<file path="src/rtl/shift_pkg.sv">
// Shared mode encodings and helpers for the pipelined shift unit.
package shift_pkg;

    localparam logic [1:0] SH_SLL  = 2'b00;
    localparam logic [1:0] SH_SRL  = 2'b01;
    localparam logic [1:0] SH_SRA  = 2'b10;
    localparam logic [1:0] SH_ROTR = 2'b11;

    // Widest operand the reversal helper can handle.
    localparam int SH_MAX_W = 128;

    function automatic int layers_per_stage(input int shamt_w, input int stages);
        return (shamt_w + stages - 1) / stages;
    endfunction

    // Reverses the low w bits of x; upper bits of the result are zero.
    function automatic logic [SH_MAX_W-1:0] bit_rev(input logic [SH_MAX_W-1:0] x, input int w);
        logic [SH_MAX_W-1:0] r;
        r = '0;
        for (int i = 0; i < SH_MAX_W; i++) begin
            if (i < w) r[w-1-i] = x[i];
        end
        return r;
    endfunction

endpackage

</file>
<file path="src/rtl/shift_stage.sv">
// One elastic pipeline stage: a slice of right-shift barrel layers plus its register.
module shift_stage
    import shift_pkg::*;
#(
    parameter int WIDTH       = 32,
    parameter int SHAMT_W     = $clog2(WIDTH),
    parameter int TAG_W       = 5,
    parameter int FIRST_LAYER = 0,
    parameter int NUM_LAYERS  = 1
) (
    input  logic               clk_i,
    input  logic               rst_i,
    input  logic               flush_i,
    input  logic               in_valid_i,
    output logic               in_ready_o,
    input  logic [WIDTH-1:0]   in_data_i,
    input  logic [SHAMT_W-1:0] in_shamt_i,
    input  logic [1:0]         in_mode_i,
    input  logic [TAG_W-1:0]   in_tag_i,
    output logic               out_valid_o,
    input  logic               out_ready_i,
    output logic [WIDTH-1:0]   out_data_o,
    output logic [SHAMT_W-1:0] out_shamt_o,
    output logic [1:0]         out_mode_o,
    output logic [TAG_W-1:0]   out_tag_o
);

    logic               valid_q;
    logic [WIDTH-1:0]   data_q;
    logic [WIDTH-1:0]   data_d;
    logic [SHAMT_W-1:0] shamt_q;
    logic [1:0]         mode_q;
    logic [TAG_W-1:0]   tag_q;

    // SLL arrives bit-reversed, so it shares the zero-filling right shift with SRL.
    function automatic logic [WIDTH-1:0] shr_layer(input logic [WIDTH-1:0] x,
                                                   input logic [1:0]       mode,
                                                   input int               k);
        logic [WIDTH-1:0] fill;
        fill = '0;
        if (mode == SH_SRA && x[WIDTH-1]) begin
            fill = ~({WIDTH{1'b1}} >> k);
        end else if (mode == SH_ROTR) begin
            fill = x << (WIDTH - k);
        end
        return (x >> k) | fill;
    endfunction

    always_comb begin
        data_d = in_data_i;
        for (int l = 0; l < NUM_LAYERS; l++) begin
            if (in_shamt_i[FIRST_LAYER + l]) begin
                data_d = shr_layer(data_d, in_mode_i, 1 << (FIRST_LAYER + l));
            end
        end
    end

    assign in_ready_o = !valid_q || out_ready_i;

    always_ff @(posedge clk_i) begin
        if (rst_i) begin
            valid_q <= 1'b0;
            data_q  <= '0;
            shamt_q <= '0;
            mode_q  <= SH_SLL;
            tag_q   <= '0;
        end else if (flush_i) begin
            valid_q <= 1'b0;
        end else if (in_ready_o) begin
            valid_q <= in_valid_i;
            if (in_valid_i) begin
                data_q  <= data_d;
                shamt_q <= in_shamt_i;
                mode_q  <= in_mode_i;
                tag_q   <= in_tag_i;
            end
        end
    end

    assign out_valid_o = valid_q;
    assign out_data_o  = data_q;
    assign out_shamt_o = shamt_q;
    assign out_mode_o  = mode_q;
    assign out_tag_o   = tag_q;

endmodule

</file>
<file path="src/rtl/shift_unit_pipe.sv">
// Pipelined barrel shifter (SLL/SRL/SRA/ROTR) with valid/ready on both sides,
// branch-squash flush and a destination-tag passthrough.
module shift_unit_pipe
    import shift_pkg::*;
#(
    parameter int WIDTH   = 32,
    parameter int SHAMT_W = $clog2(WIDTH),
    parameter int STAGES  = 2,
    parameter int TAG_W   = 5
) (
    input  logic               Clk,
    input  logic               Reset,
    input  logic               Flush,
    input  logic               InValid,
    output logic               InReady,
    input  logic [WIDTH-1:0]   InData,
    input  logic [SHAMT_W-1:0] InShamt,
    input  logic [1:0]         InMode,
    input  logic [TAG_W-1:0]   InTag,
    output logic               OutValid,
    input  logic               OutReady,
    output logic [WIDTH-1:0]   OutData,
    output logic [TAG_W-1:0]   OutTag,
    output logic               OutZero
);

    localparam int LPS = layers_per_stage(SHAMT_W, STAGES);

    logic               vld_c   [STAGES+1];
    logic               rdy_c   [STAGES+1];
    logic [WIDTH-1:0]   data_c  [STAGES+1];
    logic [SHAMT_W-1:0] shamt_c [STAGES+1];
    logic [1:0]         mode_c  [STAGES+1];
    logic [TAG_W-1:0]   tag_c   [STAGES+1];

    logic [SH_MAX_W-1:0] rev_in_w;
    logic [SH_MAX_W-1:0] rev_out_w;
    logic                unused_rev;

    assign rev_in_w   = bit_rev(SH_MAX_W'(InData), WIDTH);
    assign vld_c[0]   = InValid;
    assign data_c[0]  = (InMode == SH_SLL) ? rev_in_w[WIDTH-1:0] : InData;
    assign shamt_c[0] = InShamt;
    assign mode_c[0]  = InMode;
    assign tag_c[0]   = InTag;

    assign rdy_c[STAGES] = OutReady;
    // Flushed and reset cycles must not swallow a request.
    assign InReady = rdy_c[0] && !Flush && !Reset;

    for (genvar s = 0; s < STAGES; s++) begin : g_stage
        localparam int FIRST = s * LPS;
        localparam int NUM   = (FIRST >= SHAMT_W) ? 0 :
                               ((SHAMT_W - FIRST < LPS) ? (SHAMT_W - FIRST) : LPS);
        localparam int FIRST_C = (NUM == 0) ? 0 : FIRST;

        shift_stage #(
            .WIDTH       (WIDTH),
            .SHAMT_W     (SHAMT_W),
            .TAG_W       (TAG_W),
            .FIRST_LAYER (FIRST_C),
            .NUM_LAYERS  (NUM)
        ) u_stage (
            .clk_i       (Clk),
            .rst_i       (Reset),
            .flush_i     (Flush),
            .in_valid_i  (vld_c[s]),
            .in_ready_o  (rdy_c[s]),
            .in_data_i   (data_c[s]),
            .in_shamt_i  (shamt_c[s]),
            .in_mode_i   (mode_c[s]),
            .in_tag_i    (tag_c[s]),
            .out_valid_o (vld_c[s+1]),
            .out_ready_i (rdy_c[s+1]),
            .out_data_o  (data_c[s+1]),
            .out_shamt_o (shamt_c[s+1]),
            .out_mode_o  (mode_c[s+1]),
            .out_tag_o   (tag_c[s+1])
        );
    end

    assign rev_out_w = bit_rev(SH_MAX_W'(data_c[STAGES]), WIDTH);
    assign OutValid  = vld_c[STAGES];
    assign OutData   = (mode_c[STAGES] == SH_SLL) ? rev_out_w[WIDTH-1:0] : data_c[STAGES];
    assign OutTag    = tag_c[STAGES];
    assign OutZero   = (OutData == '0);

    assign unused_rev = ^{rev_in_w[SH_MAX_W-1:WIDTH], rev_out_w[SH_MAX_W-1:WIDTH], shamt_c[STAGES]};

endmodule

</file>
<file path="config.mk">
export PLATFORM = sky130hd
export DESIGN_NAME = shift_unit_pipe
export DESIGN_NICKNAME = d
export VERILOG_FILES = /design/src/rtl/shift_pkg.sv /design/src/rtl/shift_stage.sv /design/src/rtl/shift_unit_pipe.sv
export SDC_FILE = /design/constraint.sdc
export NUM_CORES = 1
export LEC_CHECK = 0
export ABC_AREA = 1
export CORE_ASPECT_RATIO = 0.7
export CORE_MARGIN = 1
export CORE_UTILIZATION = 25
export CTS_CLUSTER_DIAMETER = 60
export DETAILED_ROUTE_END_ITERATION = 10
export DONT_BUFFER_PORTS = 1
export GPL_ROUTABILITY_DRIVEN = 0
export PLACE_DENSITY_LB_ADDON = 0.12
export SETUP_SLACK_MARGIN = 0.1
export SLEW_MARGIN = 20
export SYNTH_ARGS = -nofsm -noshare
export SYNTH_HDL_FRONTEND = slang
export SYNTH_SLANG_ARGS = --single-unit
</file>
<file path="constraint.sdc">
create_clock -name Clk -period 1.5 [get_ports Clk]
set_input_delay 0.3 -clock Clk [delete_from_list [all_inputs] [get_ports Clk]]
set_output_delay 0.3 -clock Clk [all_outputs]
set_load 0.05 [all_outputs]
</file>
==> reports/qor.yml, run 1 <==
run_status:
  outcome: "finished with violations"
  failed_checks: "setup timing"
pwr:
  proportion_of_power_drawn_by_combinational_gates_pct: 33.6
  cellLeakagePower_nw: 3.87
  pwr-share-seq_pct: 35.7
  power_switching_share_pct: 34.5
  share_clk_of_total_power_pct: 30.7
  p_sw_mw: 2.32
  max-vdd-ir-drop_mv: 0.502
  internal_power_mw: 4.41
  power.density_cell_area_mw_per_mm2: 739
place:
  placed_cells: 1349
  port-buffer-count: 0
  dp_hpwl_mm: 15.9
clock_tree:
  tritoncts.num_buffers: 9
  total_of_hold_buffers_inserted_after_clock_tree_synthesis: 0
  worst_setup_hold_path_clk_slew_ps: 60
  clock-sinks: 82
  cts_root_buf: "sky130_fd_sc_hd__clkbuf_16"
  clock_tree.buffer_depth: 2
  tritoncts_clock_tree: "yes"
  clock_insertion_delay_worst_skew_ps: 340
  htreeDepth: 3
layout:
  antenna_cells: 0
  layout.nets: 1126
  count_of_fill_cells_added_during_filler_insertion: 2435
  layout.cells.non_filler: 1394
  layout.area.seq_mm2: 0.00166
  layout.cells.most_common_list: "sky130_fd_sc_hd__nand2_1 (140), sky130_fd_sc_hd__inv_1 (118), sky130_fd_sc_hd__nand3_1 (114)"
  drive_above_1_share_pct: 31.6
  layout-area-overhead-vs-synth_pct: 52.8
  layout_commonest_cell: "sky130_fd_sc_hd__nand2_1"
  area_of_combinational_cells_with_multiple_inputs_mm2: 0.00426
setup_path:
  r2r-start: "g_stage[1].u_stage.out_valid_o"
  endpoint_class_of_the_critical_path: "output pin"
  regToRegSetupSlack_ps: -20
  setup.worst_path.start_class: "register"
  worst-path-max-fanout: 6
  r2r_cells: 10
  timing.rr.end: "g_stage[1].u_stage.out_data_o[21]"
  worst-endpoint-required_ps: 1200
  critical_path_class: "register to output pin"
  cp.arrival_ps: 2040
floorplan:
  standard_cell_core_area_mm2: 0.0230
  core.rowCount: 46
  floorplan.die_area_mm2: 0.0245
  start_util_pct: 25.9
  dieWidth_um: 187
  boundaryPins: 89
  die_height_um: 131
timing:
  timing.final.crit_period_ps: 2340
  worst_slew_pin_slew_ps: 564
  timing.final.setup_violations: 40
  maxSlewHeadroom_pct: 62.4
  period_share_pct: 156
  hold_ws_ps: 54.7
  final.setup_skew_ps: 5.04
  hold_viol: 0
  final.setup.worst_slack_ps: -840
  fmax_ghz: 0.427
  finalMaxSlewViolations: 0
  grt_setup_unrepaired: "yes"
detailed_routing:
  detail_route.wirelength_mm: 22.2
  detail_route.wl_per_cell_um: 15.9
  drt_pass1_iterations: 5
  route.antenna.remaining_nets: 0
  detail_route.drc_violations: 0
  drt_first_iter_violations: 458
  route.detailed.vias_per_inst: 4.85
  num_vias: 6764
hold_path:
  worstHoldStart: "Reset"
  hold_class: "primary input to register"
  whs_endpoint: "g_stage[1].u_stage.out_data_o[12]"
  min_delay_path_depth: 1
synthesis:
  synth_area_per_cell_um2: 6.10
  yosysSeqAreaShare_pct: 27.5
  synth_warnings: 0
  area_contributors_post_synth: "sky130_fd_sc_hd__dfxtp_1 (28%), sky130_fd_sc_hd__nand2_1 (11%), sky130_fd_sc_hd__nand3_1 (9.9%), sky130_fd_sc_hd__o211ai_1 (9.2%), sky130_fd_sc_hd__a21oi_1 (8.6%)"
  synth_fp_nets: 1026
  flops_latches_synth: 82
  synth_area_leader_cell: "sky130_fd_sc_hd__dfxtp_1"
  netlist_instances: 977
  syn-cell-area_mm2: 0.00596
  synth_cell_type_count: 28
  synth_top_cell_area_share_pct: 27.5
grt:
  grt_first_pass_wirelength_mm: 34.2
  antenna_found_initial: 0
  grt_max_degree: 62
  globalRouteOverflowTotal: 0
  globalRouteTotalUtil_pct: 17.5
  first_global_vias: 6167
job:
  cap_viol_max_count: 0
power by group through the flow:
stage | Combinational, mW | Sequential, mW | Clock [mW]
floorplan | 1.32 | 2.40 | 0
global placement | 1.87 | 2.43 | 0
detailed placement | 1.87 | 2.43 | 0
CTS | 2.02 | 2.39 | 2.11
global route | 2.46 | 2.42 | 2.22
finish | 2.26 | 2.40 | 2.07
kinds of logic after synthesis:
| family | after synthesis | share of synthesized area [%] |
|---|---|---|
| and+or+nand+nor | 376 | 27.3 |
| AOI/OAI and AO/OA | 319 | 30.6 |
| buffers and inverters | 198 | 14.3 |
| DFF | 82 | 27.5 |
| muxes | 2 | 0.336 |
area by class of cell:
cell class | count | area share [%]
Tap cell | 312 | 4.29
Multi-Input combinational cell | 698 | 46.8
Inverter | 124 | 5.34
Clock inverter | 5 | 0.330
Timing Repair Buffer | 162 | 22.3
Sequential cell | 82 | 18.2
Clock buffer | 11 | 2.66
metal layers:
layer / track usage (%) / part of all wire, % / vias up
met5: 0 / 0 / -
met3: 3.85 / 6.2 / 11
li1: - / - / 3524
met4: 2.64 / 0.56 / 0
met2: 24.9 / 41 / 147
met1: 26.7 / 52 / 3082
Yosys cell counts:
library cell and count:
sky130_fd_sc_hd__a21o_1 7, sky130_fd_sc_hd__a21oi_1 102, sky130_fd_sc_hd__a31oi_1 1, sky130_fd_sc_hd__buf_1 2, sky130_fd_sc_hd__buf_2 15, sky130_fd_sc_hd__buf_4 4
sky130_fd_sc_hd__buf_6 10, sky130_fd_sc_hd__clkbuf_1 43, sky130_fd_sc_hd__dfxtp_1 82, sky130_fd_sc_hd__inv_1 121, sky130_fd_sc_hd__inv_2 3, sky130_fd_sc_hd__mux2i_1 2
sky130_fd_sc_hd__nand2_1 167, sky130_fd_sc_hd__nand2_2 3, sky130_fd_sc_hd__nand3_1 118, sky130_fd_sc_hd__nand4_1 1, sky130_fd_sc_hd__nor2_1 76, sky130_fd_sc_hd__nor2_4 1
sky130_fd_sc_hd__nor2_8 1, sky130_fd_sc_hd__nor3_4 1, sky130_fd_sc_hd__nor4_1 3, sky130_fd_sc_hd__o211ai_1 73, sky130_fd_sc_hd__o21ai_0 96, sky130_fd_sc_hd__o21ai_1 29
sky130_fd_sc_hd__o21ai_2 3, sky130_fd_sc_hd__o22ai_1 7, sky130_fd_sc_hd__o32ai_1 1, sky130_fd_sc_hd__or2_2 5
stage by stage:
stage	setup WS (ps)	setup TNS [ps]	area, um2	utilization [%]	power, mW
final	-840	-13860	9110	39.6	6.73
after global routing	-920	-18200	9110	39.6	7.09
after CTS	-817	-15980	8260	35.9	6.52
after detailed placement	-737	-6060	7490	32.5	4.31
after global placement	-725	-5630	7490	32.5	4.31
after floorplan	-498	-704	6300	-	3.72
worst max-delay path, stage by stage, from the launching register on:
cell                        delay (ps)
sky130_fd_sc_hd__dfxtp_4           410
sky130_fd_sc_hd__nor2_4             80
sky130_fd_sc_hd__buf_6             140
sky130_fd_sc_hd__clkbuf_16         160
sky130_fd_sc_hd__nor2_2            120
sky130_fd_sc_hd__a21oi_4            50
sky130_fd_sc_hd__nor4_2            290
sky130_fd_sc_hd__nand3_2           150
sky130_fd_sc_hd__nor2_4            150
sky130_fd_sc_hd__buf_12            140
how the worst max path moves through the flow:
| stage | start | to | slack, ps | cells after the start |
|---|---|---|---|---|
| after global placement | g_stage[1].u_stage.out_mode_o[0] | OutZero | -720 | 9 |
| after floorplan | g_stage[1].u_stage.out_mode_o[1] | OutZero | -500 | 8 |
| after CTS | g_stage[1].u_stage.out_mode_o[0] | OutZero | -820 | 10 |
| after detailed placement | g_stage[1].u_stage.out_mode_o[0] | OutZero | -740 | 9 |
| after global routing | g_stage[1].u_stage.out_mode_o[1] | OutZero | -920 | 8 |
| final | g_stage[1].u_stage.out_mode_o[0] | OutZero | -840 | 9 |
state kept, by name, summed over array words and instances (netlist names):
register                     flops
g_stage.u_stage.out_valid_o      2
g_stage.u_stage.out_tag_o       10
g_stage.u_stage.out_shamt_o      2
g_stage.u_stage.out_data_o      64
g_stage.u_stage.out_mode_o       4
timing repair:
| item | CTS | global route |
|---|---|---|
| setup buffers | 10 | 8 |
| pin swaps | 10 | 33 |
| resized for setup | 89 | 191 |
| gates cloned | 6 | 8 |
| setup endpoints to repair | 57 | 99 |
Power figures use the tool's default switching activity.
==> inputs of run 2 (changes only) <==
- clock period: 1.5 -> 1.96 ns (I/O delays scaled with it)
==> reports/qor.yml, run 2 (same netlist as run 1, synthesis figures left out) <==
timing:
  timing.final.setup_violations: 16  # was 40
  final.setup_skew_ps: 6.18  # was 5.04 ps
  timing.final.crit_period_ps: 2360
  period_share_pct: 120
  hold_ws_ps: 156  # was 54.7 ps
  grt_setup_unrepaired: "yes"  # unchanged
  finalMaxSlewViolations: 0  # unchanged
  worst_slew_pin_slew_ps: 558  # was 564 ps
  hold_viol: 0  # unchanged
  maxSlewHeadroom_pct: 62.4  # about the same
  final.setup.worst_slack_ps: -400  # was -840 ps
  fmax_ghz: 0.424
setup_path:
  cp.arrival_ps: 1970  # was 2040 ps
  crit_path_depth: 8  # was 9
  setup.worst_path.start: "g_stage[1].u_stage.out_mode_o[0]"  # unchanged
  critical_path_class: "register to output pin"  # unchanged
  top_cell_family_by_delay_on_the_critical_path: "simple AND/OR/NAND/NOR gates"  # unchanged
  crit_path_cell_trace: "nor2_4 -> buf_12 -> buf_8 -> a21oi_4 -> nor4_1 -> nand3_1 -> nor2_4 -> buf_12"  # was nor2_4 -> buf_6 -> clkbuf_16 -> nor2_2 -> a21oi_4 -> nor4_2 -> nand3_2 -> nor2_4 -> buf_12
  r2r-start: "g_stage[0].u_stage.out_mode_o[0]"  # was g_stage[1].u_stage.out_valid_o
  setup.worst_path.start_class: "register"  # unchanged
  timing.critical_path.slowest_stage_cell: "sky130_fd_sc_hd__dfxtp_2"  # was sky130_fd_sc_hd__dfxtp_4
  endpoint_class_of_the_critical_path: "output pin"  # unchanged
  timing.rr.end: "g_stage[1].u_stage.out_data_o[24]"  # was g_stage[1].u_stage.out_data_o[21]
  worst-path-max-fanout: 11  # was 6
  worst-endpoint-required_ps: 1570  # was 1200 ps
  max_stage_delay_ps: 340  # was 410 ps
  critPathCapture: "OutZero"  # unchanged
  r2r_cells: 7  # was 10
  cp_num_buf_inv: 3  # unchanged
  regToRegSetupSlack_ps: 320  # was -20 ps
hold_path:
  min_delay_path_depth: 1  # unchanged
  hold_class: "primary input to register"  # unchanged
layout:
  layout.nets: 1064  # was 1126
  layout-area-overhead-vs-synth_pct: 27.6  # was 52.8%
  layout.cells.non_filler: 1331  # was 1394
  largest_reg_flops: 64  # unchanged
  layout.cells.most_common_list: "sky130_fd_sc_hd__nand2_1 (153), sky130_fd_sc_hd__inv_1 (121), sky130_fd_sc_hd__nand3_1 (118)"  # was sky130_fd_sc_hd__nand2_1 (140), sky130_fd_sc_hd__inv_1 (118), sky130_fd_sc_hd__nand3_1 (114)
  final_core_utilization_pct: 33.0  # was 39.6%
  finish.instance_area_mm2: 0.00761  # was 0.00911 mm2
  drive_above_1_share_pct: 18.1  # was 31.6%
  antenna_cells: 0  # unchanged
  layout_commonest_cell: "sky130_fd_sc_hd__nand2_1"  # unchanged
place:
  postPlaceCellArea_mm2: 0.00707  # was 0.00749 mm2
  port-buffer-count: 0  # unchanged
  dp_hpwl_mm: 16.3  # was 15.9 mm
  place_worst_setup_slack_ps: -188  # was -737 ps
  placed_cells: 1313  # was 1349
grt:
  first_global_vias: 6015  # was 6167
  globalRouteOverflowTotal: 0  # unchanged
  grt_max_degree: 50  # was 62
  grt_first_pass_wirelength_mm: 33.1  # was 34.2 mm
  antenna_found_initial: 0  # unchanged
  globalRouteTotalUtil_pct: 16.9  # was 17.5%
detailed_routing:
  route.detailed.vias_per_inst: 4.88  # was 4.85
  detail_route.drc_violations: 0  # unchanged
  drt_pass1_iterations: 5  # unchanged
  detail_route.wl_per_cell_um: 15.5  # was 15.9 um
  route.antenna.remaining_nets: 0  # unchanged
  detail_route.wirelength_mm: 20.7  # was 22.2 mm
  drt_first_iter_violations: 569  # was 458
  num_vias: 6489  # was 6764
run_status:
  failed_checks: "setup timing"  # unchanged
  outcome: "finished with violations"  # unchanged
clock_tree:
  clock_tree.buffer_depth: 2  # unchanged
  clock_insertion_delay_worst_skew_ps: 340  # about the same
  cts_root_buf: "sky130_fd_sc_hd__clkbuf_16"  # unchanged
  htreeDepth: 3  # unchanged
  tritoncts.num_buffers: 9  # unchanged
  tritoncts_clock_tree: "yes"  # unchanged
  worst_setup_hold_path_clk_slew_ps: 60  # about the same
  clock-sinks: 82  # unchanged
floorplan:
  die_height_um: 131  # unchanged
  floorplan.die_area_mm2: 0.0245  # unchanged
  start_util_pct: 25.9  # unchanged
  core.rowCount: 46  # unchanged
  boundaryPins: 89  # unchanged
  standard_cell_core_area_mm2: 0.0230  # unchanged
  dieWidth_um: 187  # unchanged
pwr:
  power.density_cell_area_mw_per_mm2: 645  # was 739 mW/mm2
  max-vdd-ir-drop_mv: 0.397  # was 0.502 mV
  cellLeakagePower_nw: 3.34  # was 3.87 nW
job:
  cap_viol_max_count: 0  # unchanged
==> run 2: cell types whose count changed in the layout (fill, tap and decap cells not counted), sizes merged <==
cell,delta
nor2,-1
inv,+2
bufinv,+1
clkbuf,-6
buf,-54
clkinvlp,-3
clkinv,-2
==> run 2: layer usage <==
layer	part of all wire (%)	global-route usage (%)
met2	40	23.4
met1	54	26.4
met5	0	0
met3	5.8	3.63
met4	0.41	2.46
==> run 2: per-stage QoR <==
step / setup TNS [ps] / power (mW)
2_1_floorplan: -130 / 2.84
3_3_place_gp: -190 / 3.20
3_5_place_dp: -188 / 3.20
4_1_cts: -1720 / 4.96
5_1_grt: -3220 / 5.19
6_report: -1380 / 4.91
==> run 2: worst register-to-register path: cells and delay by family, from the launching register on <==
family	cells	cell delay [ps]
buf+inv	2	170
simple gates	2	330
compound gates	3	720
flops	1	330
==> run 2: power breakdown <==
part	total, mW	internal [mW]	switching [mW]
Sequential	1.83	1.76	0.0793
Combinational	1.40	0.527	0.875
Clock	1.67	1.01	0.660
==> run 2: layout make-up <==
type                    instances  area (um2)
clock buffers                  12         246
inverters                     124         465
multi-input cells             697        3780
clock inverters                 3        40.0
repair buffers                101        1040
fillers                      2572       15400
flip-flops and latches         82        1640
well taps                     312         390
==> run 2: worst min-delay path by stage <==
stage          slack (ps)                               from                           endpoint
3_3_place_gp          450   g_stage[1].u_stage.out_data_o[9]   g_stage[1].u_stage.out_data_o[9]
4_1_cts               120                              Reset  g_stage[1].u_stage.out_data_o[14]
2_1_floorplan         450  g_stage[1].u_stage.out_data_o[10]  g_stage[1].u_stage.out_data_o[10]
5_1_grt               130                              Reset  g_stage[1].u_stage.out_data_o[10]
3_5_place_dp          450  g_stage[1].u_stage.out_data_o[14]  g_stage[1].u_stage.out_data_o[14]
6_report              160                              Reset  g_stage[1].u_stage.out_data_o[10]
==> run 2: timing repair <==
| action | CTS | global route |
|---|---|---|
| setup buffers | 2 | 1 |
| hold buffers | 0 | 0 |
| resized for setup | 49 | 9 |
| gates cloned | 1 | 0 |
| pin swaps | 4 | 1 |
| endpoints found under the hold margin | 0 | 0 |
| endpoints found under the setup margin | 33 | 36 |
==> inputs of run 3 (changes only) <==
- SYNTH_HIERARCHICAL: default -> 1
==> reports/qor.yml, run 3 <==
timing:
  fmax_ghz: 0.453  # was 0.424 GHz
  maxSlewHeadroom_pct: 62.8  # was 62.4%
  timing.final.setup_violations: 7  # was 16
  final.setup.worst_slack_ps: -248  # was -400 ps
  worst_slew_pin_slew_ps: 558  # about the same
  finalMaxSlewViolations: 0  # unchanged
  hold_viol: 0  # unchanged
  period_share_pct: 113  # was 120%
  grt_setup_unrepaired: "yes"  # unchanged
  timing.final.crit_period_ps: 2210  # was 2360 ps
  final.setup_skew_ps: 9.29  # was 6.18 ps
clock_tree:
  tritoncts.num_buffers: 9  # unchanged
  clock-sinks: 82  # unchanged
  clock_tree.buffer_depth: 2  # unchanged
  tritoncts_clock_tree: "yes"  # unchanged
  htreeDepth: 3  # unchanged
  cts_root_buf: "sky130_fd_sc_hd__clkbuf_16"  # unchanged
  total_of_hold_buffers_inserted_after_clock_tree_synthesis: 0  # unchanged
  worst_setup_hold_path_clk_slew_ps: 60  # about the same
  clock_insertion_delay_worst_skew_ps: 350  # was 340 ps
setup_path:
  max_stage_delay_ps: 380  # was 340 ps
  endpoint_class_of_the_critical_path: "output pin"  # unchanged
  setup.worst_path.start_class: "register"  # unchanged
  cp.arrival_ps: 1820  # was 1970 ps
  crit_path_cell_trace: "nor2_4 -> buf_6 -> clkbuf_16 -> o21ai_4 -> nand3_2 -> nor2_1 -> nand2_1 -> nor2_4 -> buf_12"  # was nor2_4 -> buf_12 -> buf_8 -> a21oi_4 -> nor4_1 -> nand3_1 -> nor2_4 -> buf_12
  worst-path-max-fanout: 5  # was 11
  worst-endpoint-required_ps: 1570  # about the same
  timing.critical_path.slowest_stage_cell: "sky130_fd_sc_hd__dfxtp_4"  # was sky130_fd_sc_hd__dfxtp_2
  critical_path_class: "register to output pin"  # unchanged
  crit_top_cell: "sky130_fd_sc_hd__nor2_4"
synthesis:
  syn-cell-area_mm2: 0.00616  # was 0.00596 mm2
  netlist_instances: 1099  # was 977
  synth_fp_nets: 1148  # was 1026
  synth_area_per_cell_um2: 5.60  # was 6.10 um2
  synth_warnings: 6  # was 0
grt:
  first_global_vias: 6146  # was 6015
  grt_first_pass_wirelength_mm: 33.8  # was 33.1 mm
  grt_max_degree: 65  # was 50
  globalRouteTotalUtil_pct: 16.9  # about the same
  antenna_found_initial: 0  # unchanged
  globalRouteOverflowTotal: 0  # unchanged
pwr:
  cellLeakagePower_nw: 3.63  # was 3.34 nW
  max-vdd-ir-drop_mv: 0.411  # was 0.397 mV
  pwr-share-seq_pct: 36.2  # was 37.4%
  internal_power_mw: 3.47  # was 3.29 mW
  share_clk_of_total_power_pct: 39.5  # was 34.1%
  proportion_of_power_drawn_by_combinational_gates_pct: 24.4  # was 28.6%
  power_switching_share_pct: 31.4  # was 32.9%
  p_sw_mw: 1.59  # was 1.61 mW
  power_after_layout_mw: 5.06  # was 4.91 mW
  power.density_cell_area_mw_per_mm2: 675  # was 645 mW/mm2
floorplan:
  dieWidth_um: 190  # was 187 um
  floorplan.die_area_mm2: 0.0253  # was 0.0245 mm2
  standard_cell_core_area_mm2: 0.0239  # was 0.0230 mm2
  die_height_um: 133  # was 131 um
  start_util_pct: 25.8  # was 25.9%
  core.rowCount: 47  # was 46
  boundaryPins: 89  # unchanged
layout:
  layout-area-overhead-vs-synth_pct: 21.7  # was 27.6%
  layout.nets: 1156  # was 1064
  largest_reg_flops: 64  # unchanged
  layout.cells.non_filler: 1430  # was 1331
  antenna_cells: 0  # unchanged
  layout_commonest_cell: "sky130_fd_sc_hd__nand2_1"  # unchanged
  layout.cells.most_common_list: "sky130_fd_sc_hd__nand2_1 (424), sky130_fd_sc_hd__nor2_1 (98), sky130_fd_sc_hd__inv_1 (95)"  # was sky130_fd_sc_hd__nand2_1 (153), sky130_fd_sc_hd__inv_1 (121), sky130_fd_sc_hd__nand3_1 (118)
  drive_above_1_share_pct: 14.3  # was 18.1%
detailed_routing:
  detail_route.drc_violations: 0  # unchanged
  route.antenna.remaining_nets: 0  # unchanged
  num_vias: 6614  # was 6489
  drt_first_iter_violations: 473  # was 569
  detail_route.wl_per_cell_um: 14.6  # was 15.5 um
  drt_pass1_iterations: 4  # was 5
  detail_route.wirelength_mm: 20.9  # was 20.7 mm
  route.detailed.vias_per_inst: 4.63  # was 4.88
job:
  cap_viol_max_count: 0  # unchanged
hold_path:
  hold_class: "primary input to register"  # unchanged
place:
  port-buffer-count: 0  # unchanged
  placed_cells: 1407  # was 1313
  dp_hpwl_mm: 16.2  # was 16.3 mm
run_status:
  outcome: "finished with violations"  # unchanged
  failed_checks: "setup timing"  # unchanged
run 3: final cells by class:
cell class	instances	area, um2
multi-input cells	840	3890
flip-flops and latches	82	1650
inverters	112	437
well taps	318	398
repair buffers	62	772
clock buffers	12	246
clock inverters	4	98.8
fillers	2789	16400
run 3: final timing paths:
| check | startpoint | to | depth (start not counted) | slack, ps |
|---|---|---|---|---|
| worst max-delay path | g_stage[1].u_stage/out_mode_o[1] | OutZero | 9 | -250 |
| worst min-delay path | Reset | g_stage[1].u_stage/out_valid_o | 1 | 110 |
| worst max register to register | g_stage[0].u_stage/out_valid_o | g_stage[1].u_stage/out_data_o[27] | 9 | 380 |
| worst min register to register | g_stage[0].u_stage/out_tag_o[1] | g_stage[0].u_stage/out_tag_o[1] | 2 | 480 |
run 3: routing by layer:
metal | wire, um | global-route usage [%] | up-vias
met2 | 8300 | 23.5 | 121
met5 | 0 | 0 | -
met4 | 132 | 2.87 | 0
li1 | - | - | 3453
met3 | 1000 | 3.42 | 10
met1 | 11500 | 26.4 | 3030
run 3: worst max-delay path, delay by kind of cell, from the launching register on:
family,cells,cell delay (ps)
simple gates,5,510
buf+inv,3,430
flops,1,380
compound gates,1,140
run 3: timing repair:
item,in CTS,in global routing
setup buffers,2,1
setup endpoints to repair,27,18
pin swaps,1,14
cloned,1,3
hold endpoints to repair,0,0
resized for setup,26,70
run 3: power groups by stage:
stage               registers (mW)  logic, mW  clock network [mW]
global placement              1.87       1.15                   0
finish                        1.83       1.23                2.00
global route                  1.84       1.38                2.11
CTS                           1.83       1.18                2.05
floorplan                     1.83      0.879                   0
detailed placement            1.87       1.14                   0
run 3: through the flow:
stage | utilization [%] | TNS (ps) | setup slack, ps | hold WS, ps | cell area (um2)
after floorplan | - | -864 | -224 | 450 | 6170
after global placement | 28.2 | 0 | 69.0 | 467 | 6740
after detailed placement | 28.2 | 0 | 68.5 | 466 | 6740
after CTS | 30.1 | -350 | -214 | 99.4 | 7190
after global routing | 31.4 | -1200 | -334 | 97.4 | 7490
final | 31.4 | -695 | -248 | 110 | 7490
